$ cat config.mk
export PLATFORM = sky130hd
export DESIGN_NAME = uart_tx_fifo
export DESIGN_NICKNAME = d
export VERILOG_FILES = /design/src/rtl/uart_tx_fifo_pkg.sv /design/src/rtl/sync_fifo.sv /design/src/rtl/uart_tx_fifo.sv
export SDC_FILE = /design/constraint.sdc
export NUM_CORES = 1
export LEC_CHECK = 0
export CORE_MARGIN = 5
export CORE_UTILIZATION = 61
export DETAILED_ROUTE_END_ITERATION = 10
export GPL_ROUTABILITY_DRIVEN = 0
export MAX_ROUTING_LAYER = met4
export PLACE_DENSITY = 0.79
export SETUP_SLACK_MARGIN = 0.1
export SLEW_MARGIN = 10
export SYNTH_ARGS = -nofsm -noshare
export SYNTH_HDL_FRONTEND = slang
export SYNTH_SLANG_ARGS = --single-unit
$ cat constraint.sdc
create_clock -name i_clk -period 3.8 [get_ports i_clk]
set_input_delay 1.14 -clock i_clk [delete_from_list [all_inputs] [get_ports i_clk]]
set_output_delay 1.14 -clock i_clk [all_outputs]
set_load 0.01 [all_outputs]
$ cat src/rtl/uart_tx_fifo_pkg.sv
// Shared types and constants for the buffered UART transmitter.
package uart_tx_fifo_pkg;

  typedef enum logic [2:0] {
    ST_IDLE,
    ST_START,
    ST_DATA,
    ST_PARITY,
    ST_STOP
  } tx_state_t;

  localparam int unsigned PARITY_NONE = 0;
  localparam int unsigned PARITY_ODD  = 1;
  localparam int unsigned PARITY_EVEN = 2;

  // Zero-extended data leaves the XOR unchanged, so any width up to 8 fits.
  function automatic logic parity_bit(input logic [7:0] data, input int unsigned mode);
    return (^data) ^ (mode == PARITY_ODD);
  endfunction

endpackage

$ cat src/rtl/sync_fifo.sv
// Synchronous FIFO with first-word fall-through read and extra-MSB pointers.
module sync_fifo #(
  parameter int unsigned WIDTH = 8,
  parameter int unsigned DEPTH = 16
) (
  input  logic                           i_clk,
  input  logic                           i_rst_n,
  input  logic                           i_push,
  input  logic [WIDTH-1:0]               i_wr_data,
  input  logic                           i_pop,
  output logic [WIDTH-1:0]               o_rd_data_c,
  output logic                           o_full_c,
  output logic                           o_empty_c,
  output logic [$clog2(DEPTH+1)-1:0]     o_count_c
);

  localparam int unsigned AW = $clog2(DEPTH);
  localparam int unsigned PW = AW + 1;
  localparam int unsigned CW = $clog2(DEPTH + 1);

  logic [WIDTH-1:0] r_mem [DEPTH];
  logic [PW-1:0]    r_wr_ptr;
  logic [PW-1:0]    r_rd_ptr;
  logic             w_push;
  logic             w_pop;

  assign o_full_c    = (r_wr_ptr[AW-1:0] == r_rd_ptr[AW-1:0]) && (r_wr_ptr[AW] != r_rd_ptr[AW]);
  assign o_empty_c   = (r_wr_ptr == r_rd_ptr);
  assign o_count_c   = CW'(r_wr_ptr - r_rd_ptr);
  assign o_rd_data_c = r_mem[r_rd_ptr[AW-1:0]];
  assign w_push      = i_push & ~o_full_c;
  assign w_pop       = i_pop & ~o_empty_c;

  always_ff @(posedge i_clk or negedge i_rst_n) begin
    if (!i_rst_n) begin
      r_wr_ptr <= '0;
      r_rd_ptr <= '0;
    end else begin
      if (w_push) r_wr_ptr <= r_wr_ptr + PW'(1);
      if (w_pop)  r_rd_ptr <= r_rd_ptr + PW'(1);
    end
  end

  // Storage needs no reset; the pointers define what is valid.
  always_ff @(posedge i_clk) begin
    if (w_push) r_mem[r_wr_ptr[AW-1:0]] <= i_wr_data;
  end

endmodule

$ cat src/rtl/uart_tx_fifo.sv
// Buffered UART transmitter: byte FIFO feeding an LSB-first serialiser.
module uart_tx_fifo
  import uart_tx_fifo_pkg::*;
#(
  parameter int unsigned CLKS_PER_BAUD = 104,
  parameter int unsigned DATA_BITS     = 8,
  parameter int unsigned PARITY        = 0,
  parameter int unsigned STOP_BITS     = 1,
  parameter int unsigned FIFO_DEPTH    = 16
) (
  input  logic                                i_clk,
  input  logic                                i_rst_n,
  input  logic                                i_wr_valid,
  input  logic [DATA_BITS-1:0]                i_wr_data,
  output logic                                o_wr_ready,
  output logic [$clog2(FIFO_DEPTH+1)-1:0]     o_count,
  output logic                                o_busy,
  output logic                                o_uart_tx
);

  localparam int unsigned BAUD_W = $clog2(CLKS_PER_BAUD);
  localparam int unsigned BIT_W  = 3;
  localparam logic [BAUD_W-1:0] BAUD_MAX  = BAUD_W'(CLKS_PER_BAUD - 1);
  localparam logic [BIT_W-1:0]  LAST_DATA = BIT_W'(DATA_BITS - 1);
  localparam logic [BIT_W-1:0]  LAST_STOP = BIT_W'(STOP_BITS - 1);

  if (DATA_BITS < 5 || DATA_BITS > 8 || STOP_BITS < 1 || STOP_BITS > 2 ||
      PARITY > PARITY_EVEN || CLKS_PER_BAUD < 2 || FIFO_DEPTH < 2 ||
      (FIFO_DEPTH & (FIFO_DEPTH - 1)) != 0) begin : g_param_check
    $error("uart_tx_fifo: unsupported parameter combination");
  end

  tx_state_t             r_state;
  logic [BAUD_W-1:0]     r_baud;
  logic [BIT_W-1:0]      r_bit;
  logic [DATA_BITS-1:0]  r_shift;
  logic                  r_par;
  logic                  r_tx;

  logic [DATA_BITS-1:0]  w_rd_data;
  logic                  w_full;
  logic                  w_empty;
  logic                  w_push;
  logic                  w_pop;
  logic                  w_frame_end;

  sync_fifo #(
    .WIDTH (DATA_BITS),
    .DEPTH (FIFO_DEPTH)
  ) u_fifo (
    .i_clk       (i_clk),
    .i_rst_n     (i_rst_n),
    .i_push      (w_push),
    .i_wr_data   (i_wr_data),
    .i_pop       (w_pop),
    .o_rd_data_c (w_rd_data),
    .o_full_c    (w_full),
    .o_empty_c   (w_empty),
    .o_count_c   (o_count)
  );

  assign o_wr_ready  = ~w_full;
  assign w_push      = i_wr_valid & o_wr_ready;
  assign w_frame_end = (r_state == ST_STOP) && (r_baud == '0) && (r_bit == LAST_STOP);
  assign w_pop       = ~w_empty && ((r_state == ST_IDLE) || w_frame_end);
  assign o_busy      = (r_state != ST_IDLE) || (o_count != '0);
  assign o_uart_tx   = r_tx;

  // The line is driven one cycle behind the state, so each bit still spans CLKS_PER_BAUD cycles.
  always_ff @(posedge i_clk or negedge i_rst_n) begin
    if (!i_rst_n) begin
      r_state <= ST_IDLE;
      r_baud  <= '0;
      r_bit   <= '0;
      r_shift <= '0;
      r_par   <= 1'b0;
      r_tx    <= 1'b1;
    end else begin
      case (r_state)
        ST_IDLE: begin
          r_tx <= 1'b1;
        end
        ST_START: begin
          r_tx <= 1'b0;
          if (r_baud == '0) begin
            r_baud  <= BAUD_MAX;
            r_bit   <= '0;
            r_state <= ST_DATA;
          end else begin
            r_baud <= r_baud - BAUD_W'(1);
          end
        end
        ST_DATA: begin
          r_tx <= r_shift[0];
          if (r_baud == '0) begin
            r_baud  <= BAUD_MAX;
            r_shift <= r_shift >> 1;
            if (r_bit == LAST_DATA) begin
              r_bit   <= '0;
              r_state <= (PARITY != PARITY_NONE) ? ST_PARITY : ST_STOP;
            end else begin
              r_bit <= r_bit + BIT_W'(1);
            end
          end else begin
            r_baud <= r_baud - BAUD_W'(1);
          end
        end
        ST_PARITY: begin
          r_tx <= r_par;
          if (r_baud == '0) begin
            r_baud  <= BAUD_MAX;
            r_bit   <= '0;
            r_state <= ST_STOP;
          end else begin
            r_baud <= r_baud - BAUD_W'(1);
          end
        end
        ST_STOP: begin
          r_tx <= 1'b1;
          if (r_baud == '0) begin
            if (r_bit == LAST_STOP) begin
              r_state <= ST_IDLE;
            end else begin
              r_bit  <= r_bit + BIT_W'(1);
              r_baud <= BAUD_MAX;
            end
          end else begin
            r_baud <= r_baud - BAUD_W'(1);
          end
        end
        default: begin
          r_tx    <= 1'b1;
          r_state <= ST_IDLE;
        end
      endcase

      // A pop overrides the state update so the next frame follows with no idle cycle.
      if (w_pop) begin
        r_shift <= w_rd_data;
        r_par   <= parity_bit(8'(w_rd_data), PARITY);
        r_baud  <= BAUD_MAX;
        r_bit   <= '0;
        r_state <= ST_START;
      end
    end
  end

endmodule

Word level (Yosys, flattened, before mapping)
Memories as Yosys holds them, arrays and structs flattened.
Cells that the tools add are included.
{"block": "word_totals", "regBits": 33, "ram_bits": 128, "in_bits": 11, "output_inout_bits": 8, "memories": 1}
{"memory": "u_fifo.r_mem", "words": 16, "width": 8, "rd": 1, "rd_ports_with_merged_regs": 0, "write_ports": 1, "line": "sync_fifo.sv:21", "source": "logic [WIDTH-1:0] r_mem [DEPTH];"}
{"block": "classes", "n_addsub": 5, "eq_ne": 18, "mux": 26, "bitwise_logic": 5, "n_reduce_logical": 22}
{"operator": "3-bit 2-to-1 mux", "n": 13}
{"operator": "7-bit 2-to-1 mux", "n": 4}
{"operator": "8-bit 2-to-1 mux", "n": 3}
{"operator": "3-bit by 2-bit != test with 1-bit output, second input constant", "n": 5}
{"operator": "3-bit one-hot mux with 5 select lines", "n": 1}
{"operator": "7-bit one-hot mux with 2 select lines", "n": 1}
{"operator": "5-bit by 1-bit adder with 5-bit output, second input constant", "n": 2}
{"operator": "3-bit by 1-bit != test with 1-bit output, second input constant", "n": 3}
{"operator": "3-bit one-hot mux with 3 select lines", "n": 1}
{"operator": "8-bit XOR reduction", "n": 1}
{"operator": "7-bit logical NOT", "n": 1}
{"operator": "7-bit AND reduction", "n": 1}
{"operator": "7-bit by 1-bit subtractor with 7-bit output, second input constant", "n": 1}
{"operator": "3-bit by 2-bit equality test with 1-bit output, second input constant", "n": 2}
{"operator": "3-bit equality test, second input constant", "n": 2}
{"operator": "3-bit logical NOT", "n": 2}
{"operator": "3-bit nonzero test", "n": 2}
{"operator": "5-bit equality test", "n": 1}
{"operator": "5-bit AND reduction", "n": 1}
{"operator": "5-bit nonzero test", "n": 1}
{"operator": "5-bit subtractor", "n": 1}
{"operator": "4-bit equality test", "n": 1}
{"operator": "1-bit logical AND", "n": 4}
{"operator": "4-bit by 3-bit != test with 1-bit output, second input constant", "n": 1}
{"operator": "14 further kinds", "n": 21}

Depth between registers and ports, before layout
{"block": "depth", "word_depth": 7, "ltp_mapped": 12, "ltp_nobuf": 9}

Hierarchy
From an unflattened synthesis, not the netlist that was laid out.
{"block": "unflattened", "cells_unflattened": 444, "hier_area_um2": 7066.8}
{"mod": "sync_fifo", "n_inst": 1, "cells_per_inst": 299, "area_each_um2": 5664.2, "seq_area_each_um2": 4093.9}
{"mod": "uart_tx_fifo", "n_inst": 1, "cells_per_inst": 145, "area_each_um2": 1402.6, "seq_area_each_um2": 576.8}

Least setup slack after synthesis
OpenSTA, ideal clock, no wires.
{"block": "synth_path", "kind": "reg2out", "startpoint": "register u_fifo.r_wr_ptr[0]", "endpoint": "output o_busy", "arrival_time_ns": 2.136, "t_required_ns": 2.660, "setup_slack_ns": 0.524, "path_stages_with_launch": 9, "n_path_buf": 0, "path_cell_list": "dfrtp_1 -> inv_1 -> ha_1 -> inv_1 -> fa_1 -> a21o_1 -> a21oi_1 -> xnor2_1 -> or4_1"}
{"block": "synth_via", "elab_chain_cells": 3}
{"item": "from (decl)", "line": "sync_fifo.sv:22", "source": "logic [PW-1:0] r_wr_ptr;"}
{"item": "from (signal assigned)", "line": "sync_fifo.sv:39", "source": "if (w_push) r_wr_ptr <= r_wr_ptr + PW'(1);"}
{"item": "5-bit subtractor", "line": "sync_fifo.sv:29", "source": "assign o_count_c = CW'(r_wr_ptr - r_rd_ptr);"}
{"item": "named net o_count[4]", "line": "uart_tx_fifo.sv:16", "source": "output logic [$clog2(FIFO_DEPTH+1)-1:0] o_count,"}
{"item": "5-bit nonzero test", "line": "uart_tx_fifo.sv:66", "source": "assign o_busy = (r_state != ST_IDLE) || (o_count != '0);"}
{"item": "1-bit logical OR", "line": "uart_tx_fifo.sv:66"}
{"item": "to (decl)", "line": "uart_tx_fifo.sv:17", "source": "output logic o_busy,"}
The timed path passes the listed nets, and every way through them passes these cells.

Worst setup path after layout
{"block": "layout_path", "startpoint": "register u_fifo.r_wr_ptr[0]", "endpoint": "output o_busy"}
{"block": "layout_via", "elab_chain_cells": 3}
{"item": "5-bit subtractor", "line": "sync_fifo.sv:29"}
{"item": "5-bit nonzero test", "line": "uart_tx_fifo.sv:66"}
{"item": "1-bit logical OR", "line": "uart_tx_fifo.sv:66"}
Every way passes these cells.

==> summary.txt <==
Finish
  – Final nets: 510
  – Area of the multi-input gates: 0.00208 mm2
  – Fin cells: 641
  – Storage cell area: 0.00467 mm2
  – Diodes inserted: 0
  – Layout area overhead: 15.2%
  – FILL cells: 707
  – Share of cells above drive strength 1: 0.199
  – Util after Layout: 0.708

Synthesis
  – Syn_nets: 464
  – Seq cells post-synth: 161
  – Post-synth ARST share: 0.205
  – Synth Instances: 439
  – Mapped Area: 0.00692 mm2
  – Area contributors post-synth: edfxtp_1 56%, dfrtp_1 12%, mux4_2 5.2%
  – Syn. warnings: 0
  – Register area share after synthesis: 0.675
  – Syn avg cell area: 15.8 um2
  – EDFF count, synth: 128
  – Post-synth top area share: 0.555
  – Main synth FF type: edfxtp_1
  – Synth unique cells: 48
  – Yosys top cell by area: edfxtp_1

Power and ir drop
  – Pwr dens: 571 mW/mm2
  – Leakage: 2.94 nW
  – Peak supply drop: 0.000582 V
  – Power, Total: 4.56 mW

CTS
  – Clk Latency, worst-skew pair: 420 ps
  – Sink Count: 161
  – CTS Hold Bufs: 0
  – H-tree depth: 4
  – CTS tree: yes
  – Cts bufs inserted: 17
  – Clock root cell: clkbuf_16
  – Longest Clk Path Bufs: 2
  – Clock-pin slew on the worst setup and hold paths: 60 ps

Detailed routing
  – ANT nets after route: 0
  – Drt drc: 0
  – Via density: 6.06
  – Final WL: 13200 um
  – DR vias: 3884
  – Avg WL per Cell: 20.7 um
  – DR iter-0 viols: 522
  – Pre-Repair DR Iteration Count: 5

Die
  – Core area: 0.0113 mm2
  – IO Count: 19
  – Rows: 39
  – Initial Util: 0.614
  – Die area: 0.0136 mm2
  – Die W: 117 um
  – Die H: 117 um

Setup path
  – Required @ worst endpoint: 2660 ps
  – Worst EP arrival: 2450 ps
  – Kind of critical path: register to output pin
  – Crit path capture type: output pin
  – Critical path peak fanout: 2
  – Critical Path Start Type: register

STA
  – Final hold vios: 0
  – Rel. slew slack: 0.502
  – Fin crit share: 0.946
  – Final Skew: 5.60 ps
  – Fmax: 278 MHz
  – Fin Setup TNS: 0 ps
  – Hold WS: 492 ps
  – Slew Viols, Final: 0
  – Final min period: 3590 ps
  – Unrepaired setup endpoints after global routing: no
  – Finish-stage setup viols: 0
  – Transition time of the tightest slew-check pin: 748 ps

Global routing
  – Vias in the first global route: 4081
  – Initial antenna violation count: 0
  – Global route total overflow: 0
  – Pin count of the biggest net entering global routing: 44
  – First-pass GRT wire length: 21900 um
  – GRT Total Usage: 0.228

Placement
  – Buffers on Ports: 18
  – Placed cell count: 606
  – HPWL after DPL: 8570 um

Outcome
  – Status: completed

Flow run
  – Number of max-cap violations: 0

Worst hold path
  – Worst hold path class: register to register
-- state kept, by name, summed over array words and instances, names as in the netlist --
register,flops
r_baud,7
r_shift,8
r_state,3
u_fifo.r_mem,128
r_bit,3
u_fifo.r_rd_ptr,5
o_uart_tx,1
u_fifo.r_wr_ptr,5
r_par,1
-- cell families after synthesis --
family                     Yosys count  synth area share
AOI/OAI and AO/OA                   65            0.0591
xor gates and xnor gates            21            0.0309
adders and majority gates           14            0.0264
buffers and inverters               36            0.0255
DFF                                161             0.675
muxes                               44             0.113
and+or+nand+nor                     98            0.0705
-- metrics by stage --
stage / setup WS [ps] / area (um2)
finish: 207 / 7980
global route: 102 / 7980
CTS: 174 / 7970
detailed placement: 11.6 / 7360
global placement: 175 / 7360
floorplan: 524 / 6920
-- layout make-up --
cell class              instances  share of cell area
clock buffers                  17              0.0533
flip-flops and latches        161               0.586
inverters                      17             0.00800
repair buffers                 46              0.0482
multi-input cells             242               0.261
well taps                     143              0.0224
clock inverters                15              0.0210
-- critical path, cell delays in order (launching register included) --
cell	delay [ps]
dfrtp_1	390
inv_2	60
ha_2	160
inv_2	50
fa_2	380
a21o_1	190
a21oi_2	170
xnor2_1	100
or4_1	390
buf_2	150
-- routing by layer --
layer / track usage / vias to the layer above / wire [um]
met5: - / - / 0
met4: 0.110 / 0 / 441
met3: 0.0461 / 34 / 745
met2: 0.350 / 141 / 6430
met1: 0.296 / 1935 / 5630
li1: - / 1774 / -
-- layout by cell type, fill, tap and decap left out, drive strengths merged, types with 2 or more instances in the layout --
| cell type | count |
|---|---|
| o21ai | 19 |
| clkbuf | 17 |
| nand3 | 4 |
| xnor3 | 2 |
| mux2 | 8 |
| clkinvlp | 2 |
| a211oi | 4 |
| and2 | 2 |
| mux4 | 24 |
| a21oi | 19 |
| nor3 | 5 |
| clkdlybuf4s50 | 16 |
| or3 | 2 |
| a21o | 2 |
| a2bb2oi | 4 |
| nand4 | 2 |
| nor2 | 22 |
| buf | 29 |
| nor4 | 7 |
| a22oi | 10 |
| nand3b | 2 |
| dfrtp | 32 |
| bufinv | 3 |
| nor2b | 2 |
| inv | 18 |
| ha | 13 |
| or2 | 3 |
| mux2i | 12 |
| clkinv | 9 |
| nand2b | 8 |
| xor2 | 3 |
| xnor2 | 16 |
| edfxtp | 128 |
| o22ai | 4 |
| or4 | 2 |
| nand2 | 34 |
-- cells in the mapped netlist, drive strengths merged (5+ instances only) --
cell type,n
mux4,24
inv,17
a21oi,19
buf,10
xnor2,16
clkbuf,9
o21ai,19
nor3,5
ha,13
mux2,8
dfrtp,32
mux2i,12
nand2,34
a22oi,10
nor2,22
edfxtp,128
nor4,7
nand2b,8
-- power by group --
part	internal (mW)	switching (mW)
registers	2.07	0.0813
logic	0.336	0.380
clock network	1.03	0.662
total	3.43	1.12
-- final timing paths --
path | cells past startpoint | from | slack (ps) | to
max in group asynchronous | 2 | i_rst_n | 2340 | o_uart_tx$_DFF_PN1_
hold reg to reg | 1 | u_fifo.r_rd_ptr[4]$_DFFE_PN0P_ | 490 | u_fifo.r_rd_ptr[4]$_DFFE_PN0P_
setup reg to reg | 8 | u_fifo.r_rd_ptr[0]$_DFFE_PN0P_ | 740 | r_par$_DFFE_PN0N_
min in group asynchronous | 2 | i_rst_n | 1120 | u_fifo.r_rd_ptr[1]$_DFFE_PN0P_
hold / removal | 1 | u_fifo.r_rd_ptr[4]$_DFFE_PN0P_ | 490 | u_fifo.r_rd_ptr[4]$_DFFE_PN0P_
setup / recovery | 9 | u_fifo.r_wr_ptr[0]$_DFFE_PN0P_ | 210 | o_busy
-- what timing repair did --
item | 4_1_cts | 5_1_grt
endpoints found under the setup margin | 2 | 1
pin swaps | 5 | 3
gates resized for setup | 10 | 0
buffers inserted | 2 | 1
No activity file was read; power rests on OpenSTA's default activity.
==> RTL change 1 (same flow settings) <==
Re-encode `tx_state_t` (5 states) as one-hot, 5 bits wide.
--- a/src/rtl/uart_tx_fifo_pkg.sv
+++ b/src/rtl/uart_tx_fifo_pkg.sv
@@ -1,12 +1,12 @@
 // Shared types and constants for the buffered UART transmitter.
 package uart_tx_fifo_pkg;
 
-  typedef enum logic [2:0] {
-    ST_IDLE,
-    ST_START,
-    ST_DATA,
-    ST_PARITY,
-    ST_STOP
+  typedef enum logic [4:0] {
+    ST_IDLE   = 5'b00001,
+    ST_START  = 5'b00010,
+    ST_DATA   = 5'b00100,
+    ST_PARITY = 5'b01000,
+    ST_STOP   = 5'b10000
   } tx_state_t;
 
   localparam int unsigned PARITY_NONE = 0;
Function: no difference found for any inputs over 10 cycles, from zero or initial values and one cycle with i_rst_n low; not proved beyond that.
==> RTL change 1 against the original RTL <==
  * Worst setup slack worse by 0.023 ns
  * Design area fell by 1.1%
  * Non-clock buffer count shrank 8
  * Wire length rose by 10%
  * Via count is 1.9% higher
  * Sequential cell count is the same
  * Global-route usage increased by 1.2 points
  * Register-to-register slack improved by 0.21 ns
  * Critical path type unchanged
  * Clock skew is 0.0019 ns higher
  * First-iteration DRC count down 9.2%
  * Area after synthesis rose by 0.31%
  * Largest cell class unchanged
  * Die area up 0.28%
Power is not compared: it rests on default switching activity, and its combinational part moved more than twofold at a synthesized area within 25%.
==> RTL change 1: results (changes against the original RTL) <==
[synthesis]
synth_cell_types = 60  ; +25%
async_reset_ff_share_pct = 20.5  ; unchanged
yosysSeqAreaShare_pct = 67.3  ; -0.19 points
syn-num-nets = 448  ; -3.4%
synthTopCellsByArea = edfxtp_1 55%, dfrtp_1 11%, mux4_2 8.1%
synth_commonest_cells = 128 x edfxtp_1, 31 x dfrtp_1, 25 x mux4_2

[global_route]
use_met2_pct = 37.6  ; +2.6 points
grt_pass1_vias = 4022  ; -1.4%
use_met3_pct = 5.91  ; +1.3 points
grt_max_degree = 43  ; -2.3%
grtUsageTotal_pct = 24.0  ; +1.2 points
grt_first_pass_wirelength_um = 22500  ; +3.2%
grt_util_met1_pct = 30.3  ; +0.71 points

[layout]
fin_nets = 487  ; -4.5%
diodes = 0  ; unchanged
layout-drive-gt1-share_pct = 19.2  ; -0.72 points

[hold_path]
min_to = r_shift[7]$_DFFE_PN0P_
hold_start = r_shift[7]$_DFFE_PN0P_

[worst_setup_path]
reg2reg_depth = 7  ; -1
r2r-end = u_fifo.r_mem[10][6]$_DFFE_PP_
critPathMaxStageDelay_ns = 0.42  ; +0.03 ns
crit_family = adder cells
rr_startpoint = u_fifo.r_rd_ptr[3]$_DFFE_PN0P_
reg2reg_slack_ns = 0.95  ; +0.21 ns
arrival_ns = 2.48  ; +0.03 ns

[detailed_routing]
drt_iter0_markers = 474  ; -9.2%
via_per_inst = 6.40  ; +5.7%
dr_wl_met2_um = 7490  ; +16%
wl_per_cell_um = 23.6  ; +14%
wl_met3_um = 997  ; +34%
drt-met1-wl_um = 5710  ; +1.4%

[sta]
tightest_slew_ns = 0.891  ; +0.143 ns
fin_worst_skew_ns = 0.00751  ; +0.00191 ns
holdWs_ns = 0.484  ; -0.00839 ns

[status]
outcome = finished clean

[placement]
dp_hpwl_um = 9320  ; +8.7%

[clock_tree]
cts_resized = 3  ; -7

RTL change 1: cell count changes after synthesis, sizes merged, moves of 4 or more:
cell,unedited run,this run
xnor2,16,11
mux2,8,2
a221o,1,7
a211o,0,5
nor4,7,3
clkbuf,9,5
a221oi,0,7
o22ai,4,0
nand2,34,21
nor2,22,27
mux2i,12,16
RTL change 1: worst register-to-register path, stage by stage (launching register included):
cell and delay [ns]:
dfrtp_1 0.47, clkinv_1 0.13, ha_1 0.37, and4_1 0.22, nand2b_1 0.10, and2_1 0.32, nand2_1 0.19, nor2_1 0.67
RTL change 1: stage by stage:
step	cell area, um2	total power, mW	setup WS [ns]	instances
3_5_place_dp	7340	4.53	0.284	585
4_1_cts	7870	6.06	0.135	617
2_1_floorplan	6940	3.84	0.538	423
6_report	7890	6.07	0.184	618
3_3_place_gp	7340	4.44	0.364	585
5_1_grt	7890	6.35	0.0957	618
RTL change 1: area by class of cell:
cell class / instances / area, um2
Sequential cell: 161 / 4670
Fill cell: 698 / 3380
Multi-Input combinational cell: 229 / 2120
Clock buffer: 21 / 440
Timing Repair Buffer: 38 / 328
Tap cell: 143 / 179
Clock inverter: 11 / 90.1
Inverter: 15 / 60.1
RTL change 1: cell families (layout without fill, tap and decap cells):
logic type                 after synthesis  after routing  share of synthesized area [%]
AOI/OAI and AO/OA                       74             74                           8.22
xor gates and xnor gates                13             13                           1.64
adders and majority gates               14             14                           2.63
buffers and inverters                   33             85                           2.27
DFF                                    161            161                           67.3
muxes                                   43             43                           10.7
and+or+nand+nor                         85             85                           7.21
RTL change 1: power breakdown:
part           internal, mW  switching (mW)
combinational         0.971            1.20
clock                 0.892           0.644
sequential             2.18           0.182
total                  4.05            2.02
==> RTL change 2 (config.mk and constraints unchanged) <==
Made on the original files. The parameter `PARITY` goes from 0 to 1.
--- a/src/rtl/uart_tx_fifo.sv
+++ b/src/rtl/uart_tx_fifo.sv
@@ -4,7 +4,7 @@
 #(
   parameter int unsigned CLKS_PER_BAUD = 104,
   parameter int unsigned DATA_BITS     = 8,
-  parameter int unsigned PARITY        = 0,
+  parameter int unsigned PARITY        = 1,
   parameter int unsigned STOP_BITS     = 1,
   parameter int unsigned FIFO_DEPTH    = 16
 ) (
Formal check against the unedited RTL: no difference found for any inputs over 10 cycles, from zero or initial values and one cycle with i_rst_n low; that may be too few to reach the edited logic, so the function may still have changed.
==> RTL change 2 against the original RTL <==
  * Worst setup slack got worse by 0.19 ns
  * Register-to-register slack improved by 0.26 ns
  * Combinational power barely moved
  * Sequential cell count did not move
  * Critical endpoint unchanged
  * First-iteration DRC count fell by 37%
  * Design area fell by 2.5%
  * Fmax fell by 4.9%
  * Largest cell class unchanged
  * Wire length rose by 1.8%
  * Power fell by 1.8%
  * Sequential share of layout area rose by 1.5 points
  * Count of clock-buffer cells in the layout rose by 2
  * Area after synthesis fell by 1.6%
==> RTL change 2: results (changes against the original RTL) <==
[status]
outcome = finished clean

[detailed_routing]
drt_iter0_markers = 329  ; -37%
vias = 3814  ; -1.8%
wl_per_cell_um = 21.9  ; +5.9%

[sta]
fin_worst_skew_ns = 0.00631  ; +0.000704 ns
setup_slack_ns = 0.0211  ; -0.186 ns
slew_headroom_pct = 48.1  ; -2.0 points

[synthesis]
yosysSeqAreaShare_pct = 68.6  ; +1.1 points
synth_commonest_cells = 128 x edfxtp_1, 42 x nand2_1, 32 x dfrtp_1, 32 x mux4_2, 32 x nor2_1
syn-num-nets = 453  ; -2.4%

[global_route]
grt_max_degree = 36  ; -18%
grtUsageTotal_pct = 22.9  ; +0.040 points
grt_first_pass_wirelength_um = 21400  ; -1.9%

[placement]
placedInstanceArea_mm2 = 0.00719  ; -2.2%
dpl_worst_slack_ns = 0.0990  ; +0.0873 ns
dp_hpwl_um = 8530  ; -0.48%

[worst_setup_path]
reg2reg_slack_ns = 1.00  ; +0.26 ns
arrival_ns = 2.64  ; +0.19 ns

[power_and_ir_drop]
pg_comb_uw = 714  ; about the same
internal_power_mw = 3.38  ; -1.5%

[layout]
layout-drive-gt1-share_pct = 19.7  ; -0.13 points
largest_register_ffs = 128  ; unchanged
diodes = 0  ; unchanged
fin_nets = 489  ; -4.1%

[clock_tree]
cts-root-buf = clkbuf_8
clk_path_buf_depth = 2  ; unchanged
clk_latency_ns = 0.53  ; +0.11 ns

-- RTL change 2: worst min path at each step --
stage | from | to | slack [ns] | cells after the start
2_1_floorplan | r_par$_DFFE_PN0N_ | r_par$_DFFE_PN0N_ | 0.45 | 2
3_3_place_gp | u_fifo.r_wr_ptr[4]$_DFFE_PN0P_ | u_fifo.r_wr_ptr[4]$_DFFE_PN0P_ | 0.47 | 1
3_5_place_dp | u_fifo.r_wr_ptr[4]$_DFFE_PN0P_ | u_fifo.r_wr_ptr[4]$_DFFE_PN0P_ | 0.48 | 1
4_1_cts | u_fifo.r_wr_ptr[4]$_DFFE_PN0P_ | u_fifo.r_wr_ptr[4]$_DFFE_PN0P_ | 0.49 | 1
5_1_grt | r_baud[0]$_DFFE_PN0P_ | r_baud[0]$_DFFE_PN0P_ | 0.52 | 1
6_report | u_fifo.r_wr_ptr[4]$_DFFE_PN0P_ | u_fifo.r_wr_ptr[4]$_DFFE_PN0P_ | 0.49 | 1
-- RTL change 2: what timing repair did --
| item | 4_1_cts | 5_1_grt |
|---|---|---|
| endpoints found under the hold margin | 0 | 0 |
| setup endpoints to repair | 2 | 1 |
| setup buffers | 1 | 0 |
| resized for setup | 11 | 0 |
| hold buffers | 0 | 0 |
| pin swaps | 0 | 0 |
-- RTL change 2: cells by family after synthesis --
| family | synth area share, % |
|---|---|
| multiplexers | 10.8 |
| flip-flops | 68.6 |
| buffers and inverters | 2.37 |
| AND/OR/NAND/NOR | 7.63 |
| XOR/XNOR | 2.96 |
| adder cells (fa/ha/maj) | 2.68 |
| AO/OA/AOI/OAI | 5.00 |
-- RTL change 2: final cells by class --
type / instances / area (um2)
Sequential cell: 161 / 4670
Clock buffer: 19 / 422
Tap cell: 140 / 175
Inverter: 13 / 48.8
Clock inverter: 12 / 141
Fill cell: 656 / 3110
Timing Repair Buffer: 38 / 324
Multi-Input combinational cell: 233 / 1990
-- RTL change 2: per-stage QoR --
| stage | power (mW) | setup TNS (ns) | hold slack, ns | std cells |
|---|---|---|---|---|
| after global routing | 4.66 | -0.0504 | 0.524 | 616 |
| after floorplan | 2.54 | 0 | 0.450 | 428 |
| final | 4.48 | 0 | 0.495 | 616 |
| after global placement | 2.81 | 0 | 0.475 | 584 |
| after CTS | 4.50 | -0.00678 | 0.492 | 616 |
| after detailed placement | 2.86 | 0 | 0.480 | 584 |
-- RTL change 2: critical path, cell delays in order, from the launching register on --
cell and delay [ns]:
dfrtp_2 0.43, ha_4 0.16, inv_2 0.06, fa_2 0.43
or4_1 0.48, or4_1 0.41, buf_2 0.15
-- RTL change 2: routing by layer --
metal  share of wire [%]  GRT usage, %  up-vias
met3                 6.2          5.74       28
met4                 2.3          8.66        0
li1                    -             -     1694
met1                  42          30.7     1954
met5                   0             -        -
met2                  50          34.4      138
